--- src/rtl/storage_bus_arbiter.sv ---
// storage_bus_arbiter
// Shares the single-port matrix storage between three requesters (0: input
// subsystem, 1: calculator core, 2: display subsystem). Grants are registered
// and one-hot, rotate round-robin, and an unlocked owner is preempted after
// MAX_HOLD contended cycles. Reads are tagged with a per-port rvalid pulse
// that appears RD_LAT cycles after the access.
module storage_bus_arbiter #(
   parameter int ADDR_W   = 8,
   parameter int DATA_W   = 32,
   parameter int MAX_HOLD = 16,
   parameter int RD_LAT   = 1
) (
   input  logic                clk,
   input  logic                rst_n,
   input  logic [2:0]          req,
   input  logic [2:0]          lock,
   input  logic [2:0]          m_we,
   input  logic [3*ADDR_W-1:0] m_addr,
   input  logic [3*DATA_W-1:0] m_wdata,
   output logic [2:0]          gnt,
   output logic [2:0]          rvalid,
   output logic [ADDR_W-1:0]   s_addr,
   output logic [DATA_W-1:0]   s_wdata,
   output logic                s_we,
   output logic                busy
);

   localparam int HOLD_W = $clog2(MAX_HOLD + 1);
   localparam logic [HOLD_W-1:0] HOLD_SAT = HOLD_W'(MAX_HOLD);
   localparam logic [HOLD_W-1:0] HOLD_REL = HOLD_W'(MAX_HOLD - 1);

   typedef enum logic {IDLE, OWN} state_t;

   state_t            state_q, state_d;
   logic [1:0]        owner_q, owner_d;
   logic [2:0]        gnt_q, gnt_d;
   logic [1:0]        rr_ptr_q, rr_ptr_d;
   logic [HOLD_W-1:0] hold_cnt_q, hold_cnt_d;
   logic [RD_LAT-1:0] rd_pipe_q [3];
   logic [RD_LAT-1:0] rd_pipe_d [3];

   logic [2:0] others;
   logic [2:0] cand;
   logic [1:0] win;
   logic       rel;
   logic [2:0] rd_acc;

   // Round-robin search: first candidate at or after ptr, wrapping modulo 3.
   // Caller must check that cand is non-zero before using the result.
   function automatic logic [1:0] rr_pick(input logic [2:0] cand_i, input logic [1:0] ptr);
      logic [1:0] idx;
      int         p;
      idx = 2'd0;
      for (int n = 2; n >= 0; n--) begin
         p = (int'(ptr) + n) % 3;
         if (cand_i[p]) idx = 2'(p);
      end
      return idx;
   endfunction

   // Arbitration: grant, release and preemption decisions for the next cycle.
   always_comb begin
      state_d    = state_q;
      owner_d    = owner_q;
      gnt_d      = gnt_q;
      rr_ptr_d   = rr_ptr_q;
      hold_cnt_d = hold_cnt_q;
      rel        = 1'b0;
      others     = req & ~gnt_q;
      cand       = (state_q == OWN) ? others : req;
      win        = rr_pick(cand, rr_ptr_q);

      case (state_q)
         IDLE: begin
            rel = |req;
         end
         OWN: begin
            // ">=" lets an owner whose counter saturated under lock yield as
            // soon as it drops lock while someone is waiting.
            rel = ~req[owner_q] |
                  (~lock[owner_q] & (|others) & (hold_cnt_q >= HOLD_REL));
            if (!rel && (|others) && (hold_cnt_q != HOLD_SAT))
               hold_cnt_d = hold_cnt_q + 1'b1;
         end
         default: rel = 1'b0;
      endcase

      if (rel) begin
         if (|cand) begin
            state_d    = OWN;
            owner_d    = win;
            gnt_d      = 3'b001 << win;
            rr_ptr_d   = (win == 2'd2) ? 2'd0 : win + 2'd1;
            hold_cnt_d = '0;
         end else begin
            state_d    = IDLE;
            gnt_d      = 3'b000;
            hold_cnt_d = '0;
         end
      end
   end

   // Storage port: combinational pass-through from the owner while it requests.
   always_comb begin
      s_addr  = '0;
      s_wdata = '0;
      s_we    = 1'b0;
      rd_acc  = 3'b000;
      for (int i = 0; i < 3; i++) begin
         if (gnt_q[i] && req[i]) begin
            s_addr    = m_addr[i*ADDR_W +: ADDR_W];
            s_wdata   = m_wdata[i*DATA_W +: DATA_W];
            s_we      = m_we[i];
            rd_acc[i] = ~m_we[i];
         end
      end
   end

   // Read-valid delay line: one RD_LAT-deep shift register per port.
   always_comb begin
      for (int i = 0; i < 3; i++) begin
         rd_pipe_d[i][0] = rd_acc[i];
         for (int j = 1; j < RD_LAT; j++)
            rd_pipe_d[i][j] = rd_pipe_q[i][j-1];
         rvalid[i] = rd_pipe_q[i][RD_LAT-1];
      end
   end

   // State registers; reset drops grants and in-flight read pulses at once.
   always_ff @(posedge clk or negedge rst_n) begin
      if (!rst_n) begin
         state_q    <= IDLE;
         owner_q    <= 2'd0;
         gnt_q      <= 3'b000;
         rr_ptr_q   <= 2'd0;
         hold_cnt_q <= '0;
         for (int i = 0; i < 3; i++) rd_pipe_q[i] <= '0;
      end else begin
         state_q    <= state_d;
         owner_q    <= owner_d;
         gnt_q      <= gnt_d;
         rr_ptr_q   <= rr_ptr_d;
         hold_cnt_q <= hold_cnt_d;
         for (int i = 0; i < 3; i++) rd_pipe_q[i] <= rd_pipe_d[i];
      end
   end

   assign gnt  = gnt_q;
   assign busy = |gnt_q;

endmodule
--- config.mk ---
export PLATFORM = sky130hd
export DESIGN_NAME = storage_bus_arbiter
export DESIGN_NICKNAME = d
export VERILOG_FILES = /design/src/rtl/storage_bus_arbiter.sv
export SDC_FILE = /design/constraint.sdc
export NUM_CORES = 1
export LEC_CHECK = 0
export ABC_AREA = 1
export CAP_MARGIN = 15
export CORE_MARGIN = 5
export CORE_UTILIZATION = 33
export CTS_BUF_LIST = sky130_fd_sc_hd__clkbuf_8
export CTS_CLUSTER_DIAMETER = 150
export DETAILED_ROUTE_END_ITERATION = 7
export GPL_TIMING_DRIVEN = 0
export HOLD_SLACK_MARGIN = 0.03
export PLACE_DENSITY = 0.84
export SLEW_MARGIN = 40
export SYNTH_ARGS = -nofsm -noshare
export SYNTH_HDL_FRONTEND = slang
export SYNTH_SLANG_ARGS = --single-unit
--- constraint.sdc ---
create_clock -name clk -period 1.9 [get_ports clk]
set_input_delay 0.19 -clock clk [delete_from_list [all_inputs] [get_ports clk]]
set_output_delay 0.19 -clock clk [all_outputs]
set_load 0.02 [all_outputs]
==> results <==
- The run finished with clean final reports.
- The net count after synthesis is between 400 and 500.
- The antenna cell count is 0.
- The area overhead of the layout relative to synthesis is 93.5%.
- The total of fill cells in the finished design is between 500 and 600.
- The average cell area after synthesis is between 6 and 7 µm².
- The number of maximum-capacitance constraint violations is 0.
- The mapped netlist covers roughly 0.0020 mm².
- The TritonCTS clock tree is done.
- Of all nets on the critical path, the largest fanout is 10.
- For this design the top-level I/O count stands at 179.
- Yosys mapped a number of flops with a built-in enable equal to 0.
- The wire length of the first global-routing pass is 15100 µm.
- The clock-pin slew on the worst setup and hold paths is around 0.070 ns.
- The post-layout net count is 655.
- The commonest register cell after synthesis is dfrtp_1.
- The synthesized netlist devotes ~16% of its cell area to compound gates.
- The kind of launch point of the worst setup path is a register.
- Counting the buffers created by CTS gives 3.
- For the worst-skew pair, the clock arrives at the later sink with an insertion delay of 0.26 ns.
- The distinct cell type count after synthesis is 30.
- Subtracting the final worst setup slack from the clock period gives around 1.8 ns.
- The average wire per cell in the routed design is about 17 µm.
- The initial antenna violation count is 0.
- The class of the most critical hold timing path is input port to register.
- The die extent in x is between 80 and 90 µm.
- The synthesized design contains 16 register bits.
- The via count of the first global-routing pass is a little over 3k.
- After floorplanning, the core was divided into 28 placement rows.
- The count of final hold-check violations is 0.
- Derived from the worst setup path, the maximum achievable clock frequency is between 500 and 600 MHz.
- The kind of end point of the critical path is an output pin.
- The number of synthesis warnings is 0.
- The number of setup violations in the final report is 0.
- Before antenna repair, the detailed router went through 4 iterations.
- Measured along the y axis, the die boundary spans approximately 90 µm.
- The critical path is of the register to output pin type.
- Summed over all layers, the global routing overflow is 0.
- Leaving out filler cells and counting taps, the final layout contains 592.
- The final clock period utilization by the worst path is a little over nine tenths.
- The fraction of synthesis flops using an asynchronous set or reset pin is between 90% and 100%.
- The overall die area is between 0.007 and 0.008 mm².
- The pre-CTS setup slack is -0.660 ns.
- Walking the worst path, the cells encountered are nand2_4 > inv_2 > buf_4 > nand2_1 > a31oi_1 > clkdlybuf4s15_1.
- The DRC violation count after routing is 0.
- STA puts the critical path data arrival time at approximately 1.6 ns.
- The length in cells of the worst reg-to-reg path is 12.
- The placed wire-length estimate after detailed placement is 8200 µm.
- The actual transition at the worst max-transition pin is ~0.46 ns.
- The multiplexer area fraction after synthesis is 0%.
- The adder and majority gate portion of the synthesized area is 3.71%.
- The cell count of the worst hold path is 3.
- The library cells used most frequently in the layout, excluding fill and tap cells, are clkdlybuf4s50_1, nand2_1, nor2_1.
- The critical path required time is around 1.7 ns.
- The longest clock path from root to sink contains 2 buffers.
- The final weighted congestion in routability-driven placement is 0.882.
- The final route contains 3171 vias.
- Across the routed clock network, the largest skew measured is 0.00330 ns.
- On the critical path, the stage with the largest delay is an instance of dfrtp_1.
- The areal power density over the cells is roughly 1100 mW/mm².
- The synthesized netlist devotes roughly half of its cell area to simple gates.
- The maximum vdd ir drop is between 0.5 and 0.6 mV.
- The post-layout worst setup margin is 0.0691 ns.
- The number of max-slew violations in the final report is 0.
- The global router's overall resource usage is ~24%.
- The remaining max-slew budget at the tightest pin is roughly 70%.
- The number of placed cells counting well taps is between 500 and 600.
- The initial core utilization is around 34%.
- After detailed routing, the total wire length is a little over 10000 µm.
- For this run, the slowest stage of the critical path takes 0.41 ns.
- The clock root buffer is clkbuf_8.
- After detailed routing, the number of vias per cell comes to approximately 5.4.
- The share of cells above drive strength 1 is between 10% and 20%.
- The cell count after synthesis is between 300 and 400.
- The synthesized-area fraction occupied by xor and xnor cells is less than 1%.
- The count of antenna-violating nets left after detailed routing is 0.
- At the end of the flow the core is filled with cells to around two thirds.
- CTS built an H-tree with a depth of 1.
- The dominant combinational cell family by area after synthesis is simple AND/OR/NAND/NOR gates.
- The total clock sinks is 16.
- Summing the sequential cell areas from Yosys gives approximately a fifth of the chip area.
- The violation count after the first detailed-route iteration is between 200 and 300.
- Leaving out fill and tap cells, the most frequent cell in the layout is clkdlybuf4s50_1.
- Entering global routing, the biggest net connects 17 pins.
- The floorplan step defined a core boundary enclosing slightly below 0.006 mm².
- The static leakage power is 1.73 nW.
- The count of input and output buffers is 177.
==> flip-flops by register name, summed over array words and instances, names as in the netlist <==
name and flops:
gnt 3, hold_cnt_q 5, owner_q 2, rr_ptr_q 2
rvalid 3, state_q 1
==> what timing repair did <==
action / 4_1_cts / 5_1_grt
endpoints found under the setup margin: 41 / 47
gates resized for setup: 130 / 87
buffers inserted: 0 / 2
hold endpoints to repair: 0 / 16
hold buffers: 0 / 1
pin swaps: 0 / 2
==> cells in the mapped netlist, types with 2 or more instances <==
cell      number  area share (%)
nand2_1       85              16
nor2_1        48             8.9
nand4_1       45              14
a31oi_1       41              13
inv_1         23             4.3
clkbuf_1      19             3.5
nand3_1       18             4.5
dfrtp_1       16              20
ha_1           6             3.7
buf_2          4            0.99
nand2_4        3             1.7
nand3_2        3             1.5
o21ai_0        3            0.74
inv_2          2            0.37
inv_4          2            0.62
==> per-stage QoR <==
step	TNS [ns]	cell area, µm²	hold WS (ns)	total power [mW]
floorplan	0	2020	-0.106	2.60
global placement	-23.53	3890	0.503	4.01
detailed placement	-24.51	3890	0.511	4.09
CTS	0	4000	0.271	4.32
global route	-0.0140	3910	0.265	4.66
finish	0	3910	0.272	4.30
==> per-layer routing <==
metal	GRT usage [%]	share of wire, %	vias to the layer above	routed length (µm)
met2	44.6	49	184	5020
met1	27.4	38	1424	3880
li1	-	-	1535	-
met5	0	0	-	0
met4	8.79	3.3	0	342
met3	6.05	10	28	1030
==> worst paths after layout <==
| kind | from | end | slack [ns] |
|---|---|---|---|
| hold / removal | req[0] | rvalid[0] | 0.27 |
| hold reg to reg | owner_q[1] | owner_q[1] | 0.53 |
| setup reg to reg | hold_cnt_q[1] | rr_ptr_q[0] | 0.11 |
| max in group asynchronous | rst_n | hold_cnt_q[0] | 1.20 |
| setup / recovery | gnt[1] | s_wdata[22] | 0.07 |
| min in group asynchronous | rst_n | rr_ptr_q[1] | 0.39 |
==> cells by family (layout without fill, tap and decap cells) <==
| kind of cell | Yosys count | count (layout) |
|---|---|---|
| xor gates and xnor gates | 1 | 1 |
| and+or+nand+nor | 208 | 208 |
| adders and majority gates | 6 | 6 |
| buffers and inverters | 53 | 237 |
| AOI/OAI and AO/OA | 49 | 49 |
| DFF | 16 | 16 |
==> power breakdown <==
group	switching [mW]	total, mW	internal (mW)
Sequential	0.109	0.570	0.461
Combinational	2.09	3.42	1.33
Clock	0.132	0.316	0.184
Total	2.33	4.30	1.97
==> critical path: cells and delay by family, from the launching register on <==
| kind | cells | cell delay, ns |
|---|---|---|
| buffers and inverters | 3 | 0.62 |
| flip-flops | 1 | 0.41 |
| AND/OR/NAND/NOR | 2 | 0.18 |
| AO/OA/AOI/OAI | 1 | 0.16 |
==> area by class of cell <==
class / count / area [µm²] / share of cell area (%)
Timing Repair Buffer: 180 / 1650 / 42.1
Multi-Input combinational cell: 264 / 1450 / 36.9
Sequential cell: 16 / 402 / 10.3
Buffer: 26 / 164 / 4.19
Inverter: 27 / 106 / 2.72
Tap cell: 75 / 93.8 / 2.40
Clock buffer: 4 / 55.1 / 1.41
Note: power is estimated with default switching activity, not from simulation.
